[src/rtl/if_fetch_unit.sv]
// Instruction fetch: owns the word PC and fetches over a req/ready imem port, feeding IF/ID one cycle after completion.
// Backpressure: a hazard holds the PC and outputs, and a word that arrives during a hazard is parked in a one-entry buffer.
module if_fetch_unit #(
  parameter logic [29:0] RESET_PC = 30'h0000_0000
) (
  input  logic        clk,
  input  logic        rst_n,
  input  logic        hazard,
  input  logic        branch_taken,
  input  logic [29:0] branch_target,
  input  logic        jump,
  input  logic [29:0] jump_target,
  input  logic        jalr,
  input  logic [29:0] jalr_target,
  output logic        imem_req,
  output logic [29:0] imem_addr,
  input  logic        imem_ready,
  input  logic [31:0] imem_rdata,
  output logic [31:0] if_ins,
  output logic [29:0] pc_plus_4,
  output logic        if_valid
);

  typedef enum logic [1:0] {
    S_REQ   = 2'd0,
    S_HOLD  = 2'd1,
    S_DRAIN = 2'd2
  } state_t;

  state_t      state;
  logic [29:0] pc;
  logic [29:0] pc_inc;
  logic [31:0] buf_ins;
  logic        buf_valid;
  logic [29:0] pend_target;
  logic        redirect;
  logic [29:0] redir_target;

  assign pc_inc    = pc + 30'd1;
  assign redirect  = (jalr | jump | branch_taken) & ~hazard;
  assign imem_req  = rst_n & (state != S_HOLD);
  assign imem_addr = pc;

  always_comb begin
    redir_target = branch_target;
    if (jalr)
      redir_target = jalr_target;
    else if (jump)
      redir_target = jump_target;
  end

  always_ff @(posedge clk) begin
    if (!rst_n) begin
      state       <= S_REQ;
      pc          <= RESET_PC;
      if_ins      <= 32'd0;
      pc_plus_4   <= 30'd0;
      if_valid    <= 1'b0;
      buf_ins     <= 32'd0;
      buf_valid   <= 1'b0;
      pend_target <= 30'd0;
    end else begin
      case (state)
        S_REQ: begin
          if (imem_ready) begin
            if (redirect) begin
              pc        <= redir_target;
              if_ins    <= 32'd0;
              if_valid  <= 1'b0;
              pc_plus_4 <= pc_inc;
            end else if (hazard) begin
              buf_ins   <= imem_rdata;
              buf_valid <= 1'b1;
              state     <= S_HOLD;
            end else begin
              if_ins    <= imem_rdata;
              pc_plus_4 <= pc_inc;
              if_valid  <= 1'b1;
              pc        <= pc_inc;
            end
          end else if (redirect) begin
            // Fetch already issued on the old path; wait it out before moving pc.
            pend_target <= redir_target;
            if_ins      <= 32'd0;
            if_valid    <= 1'b0;
            state       <= S_DRAIN;
          end else if (!hazard) begin
            if_ins   <= 32'd0;
            if_valid <= 1'b0;
          end
        end

        S_HOLD: begin
          if (!hazard) begin
            buf_valid <= 1'b0;
            state     <= S_REQ;
            if (redirect) begin
              pc       <= redir_target;
              if_ins   <= 32'd0;
              if_valid <= 1'b0;
            end else begin
              if_ins    <= buf_ins;
              pc_plus_4 <= pc_inc;
              if_valid  <= buf_valid;
              pc        <= pc_inc;
            end
          end
        end

        S_DRAIN: begin
          if_ins   <= 32'd0;
          if_valid <= 1'b0;
          if (imem_ready) begin
            pc    <= redirect ? redir_target : pend_target;
            state <= S_REQ;
          end else if (redirect) begin
            pend_target <= redir_target;
          end
        end

        default: state <= S_REQ;
      endcase
    end
  end

endmodule
[config.mk]
export PLATFORM = sky130hd
export DESIGN_NAME = if_fetch_unit
export DESIGN_NICKNAME = d
export VERILOG_FILES = /design/src/rtl/if_fetch_unit.sv
export SDC_FILE = /design/constraint.sdc
export NUM_CORES = 1
export LEC_CHECK = 0
export ABC_AREA = 0
export BUFFER_PORTS_ARGS = -buffer_cell sky130_fd_sc_hd__buf_2
export CORE_UTILIZATION = 55
export DETAILED_ROUTE_END_ITERATION = 10
export GPL_ROUTABILITY_DRIVEN = 0
export PLACE_DENSITY = 0.84
export SYNTH_ARGS = -nofsm -noshare
export SYNTH_HDL_FRONTEND = slang
export SYNTH_SLANG_ARGS = --single-unit
[constraint.sdc]
create_clock -name clk -period 5.7 [get_ports clk]
set_input_delay 1.14 -clock clk [delete_from_list [all_inputs] [get_ports clk]]
set_output_delay 1.14 -clock clk [all_outputs]
set_load 0.02 [all_outputs]
==> results by stage <==
Worst setup path:
- At the worst endpoint, the arrival time is 2600 ps.
- STA puts the critical path data required time at 4560 ps.
- The critical path in this run is classified as in2out.
- The kind of end point of the critical path is a primary output.
- The launching element type of the critical path is an input pin.
- In this run the worst path has a maximum fanout of 39.

Job:
- Max-cap violations in this run came to 0.

Yosys:
- When the netlist entered floorplanning its net count stood at 1114.
- The total number of yosys warnings is 0.
- The number of library cell types mapped by synthesis is 55.
- The post-synthesis sequential area ratio is 0.406.
- The average instance in the mapped netlist occupies 7.95 um^2.
- For this run, the leading register cell type out of synthesis is dfxtp_1.
- The number of synthesized register bits is 158.
- In the synthesized netlist, the cells that appear most often are dfxtp_1, nand2_1, a21oi_1.
- The count of flip-flops with a built-in enable after synthesis is 0.
- After synthesis, the share of flip-flops with an asynchronous set or reset is 0.
- The biggest area contributor in the post-synthesis netlist is dfxtp_1.
- Synthesis handed over a netlist of 980 instances.
- Yosys instantiated no cell more often than dfxtp_1.
- The summed instance area of the synthesized netlist is 7790 um^2.
- After synthesis, the cell types taking the most area are dfxtp_1, a21oi_1, nand2_1, mux2i_1, nor2_1.
- The fraction of synthesized cell area taken by the top area cell type is 0.406.

Status:
- The flow ran to the end, and the final reports show no timing, DRC or antenna violations.

Global route:
- For this run, the total global-route usage over all layers was measured as 0.313.
- The global-route wire length before repair is 36400 um.
- The initial antenna violation count is 0.
- The remaining global-route overflow is 0.
- The largest net degree at the start of global routing is 92.
- The number of global-route vias before repair came to 7396.

Floorplan:
- The die is 121 um wide.
- The effective utilization at floorplan is 0.563.
- The floorplan step defined a die boundary enclosing 14600 um^2.
- The core region is 13800 um^2.
- In this run the core area contains 43 standard-cell rows.
- Pin placement for this block handled 223 I/O pins.
- The chip height is 121 um.

Power and ir drop:
- Summed over all cells, the static leakage comes to 0.00403 uW.
- The power per standard cell area is 320 nW/um^2.
- Across the VDD grid, the largest voltage drop is 224 uV.

Placed design:
- The setup slack after placement is 2000 ps.
- The count of buffers from port buffering is 222.
- After detailed placement, the total cell area comes to 8940 um^2.
- Detailed placement finished with a half-perimeter wire length of 15200 um.

STA:
- The worst path needs 3740 ps of the cycle, external delays included.
- The count of pins over their slew limit is 0.
- Once routing completed, OpenROAD measured the worst setup slack at 1960 ps.
- The slew at the pin with the worst max-slew slack is 1190 ps.
- The worst-case clock skew is 6.80 ps.
- Setup repair after global routing left no endpoint under its margin.
- The fmax is 268 MHz.
- Across all hold checks on the routed design, the worst slack comes to 448 ps.
- After routing, the total negative slack on setup checks comes to 0 ps.
- The share of the cycle needed by the critical path after routing is 0.656.
- Measured against its own limit, the worst slew margin works out to 0.208.
- The number of hold violations in the final report is 0.
- The setup violation total in the final timing report is 0.

Drt:
- The wire length per cell is 16.8 um.
- The overall routed net length is 22600 um.
- The count of nets left with antenna violations once routing finished came out at 0.
- The via-per-instance ratio is 6.00.
- The number of detailed-route iterations in the first pass is 5.
- The DRC violation count after routing is 0.
- The via total after detailed routing is 8088.
- The first routing iteration left 833 violations.

Clock network:
- The clock-pin slew on the worst setup and hold paths is 60 ps.
- The CTS tree is done.
- The total number of H-tree levels is 4.
- Clock latency on the worst-skew pair, taken at its later pin, is 430 ps.
- The number of cells upsized or downsized after cts is 0.
- The number of setup buffers added after CTS is 0.
- The number of buffers inserted by hold repair at cts is 0.
- Counting along the longest clock path gives a buffer depth of 2.
- The root buffer cell is clkbuf_16.
- The total number of clock tree sinks is 158.
- In this run, CTS created clock tree buffers numbering 17.

Hold path:
- The path type of the worst min-delay path is reg2reg.

Final layout:
- The fraction of layout instances using a drive strength above 1 is 0.254.
- The design area is 9530 um^2.
- The number of antenna cells inserted is 0.
- Relative to the synthesized area, the layout overhead comes to 22.3%.
- The number of nets at the end of the flow is 1290.
## path summary, 6_finish.rpt
path	end	cells past startpoint	slack [ps]	startpoint
hold reg to reg	pc_plus_4[20]$_SDFFE_PN0P_	2	450	pc_plus_4[20]$_SDFFE_PN0P_
hold / removal	pc_plus_4[20]$_SDFFE_PN0P_	2	450	pc_plus_4[20]$_SDFFE_PN0P_
setup reg to reg	imem_addr[20]$_SDFFE_PN0P_	8	2490	state[0]$_SDFFE_PN0P_
setup / recovery	imem_req	5	1960	rst_n
## layout by cell type (no fill, tap or decap), types with 17 or more instances in the layout
cell       netlist  routed
mux2_2          17      17
nand2_1        145     145
clkbuf_16        0      17
nor3_1          44      44
dfxtp_1        158     158
a221oi_1        32      32
nor2_1         105     105
nand3_1         18      18
buf_2            8     222
a21oi_1        109     109
o21ai_0         52      52
mux2i_1         54      54
## final cells by class
type                            count  area (um^2)
Timing Repair Buffer              238         1230
Multi-Input combinational cell    732         4290
Sequential cell                   158         3160
Clock buffer                       17          425
Fill cell                        1140         4300
Tap cell                          180          225
Inverter                            9         35.0
Clock inverter                     15          160
## cells by family (layout without fill, tap and decap cells)
kind of cell / after synthesis / after routing / share of synthesized area
AOI/OAI and AO/OA: 256 / 256 / 0.202
xor gates and xnor gates: 25 / 25 / 0.0281
adders and majority gates: 5 / 5 / 0.00803
buffers and inverters: 90 / 279 / 0.0452
DFF: 158 / 158 / 0.406
muxes: 71 / 71 / 0.0940
and+or+nand+nor: 375 / 375 / 0.217
## sequential cells by signal, indices dropped and copies added, names as in the netlist
| signal | flops |
|---|---|
| buf_valid | 1 |
| pend_target | 30 |
| if_ins | 32 |
| if_valid | 1 |
| buf_ins | 32 |
| state | 2 |
| pc_plus_4 | 30 |
| imem_addr | 30 |
## metal layers
metal  part of all wire  track usage  vias up
met4              0.040        0.160        0
met5                  0            0        -
li1                   -            -     3873
met1               0.41        0.407     3702
met2               0.46        0.483      438
met3              0.087       0.0719       75
## stage by stage
step	power, uW	utilization	cells
finish	3050	0.689	1349
global route	3180	0.689	1349
CTS	3050	0.689	1349
detailed placement	1930	0.647	1317
global placement	1910	0.647	1317
floorplan	1710	-	980
## where the power goes
group          internal, uW  leakage [uW]  switching, uW
clock network           651      0.000279            479
logic                   237       0.00246            403
registers              1200       0.00129           79.6
## worst max-delay path, stage by stage
cell	delay, ps
buf_2	70
buf_4	340
clkinv_2	550
nor2_1	270
buf_2	200
No activity file was read; power rests on OpenSTA's default activity.
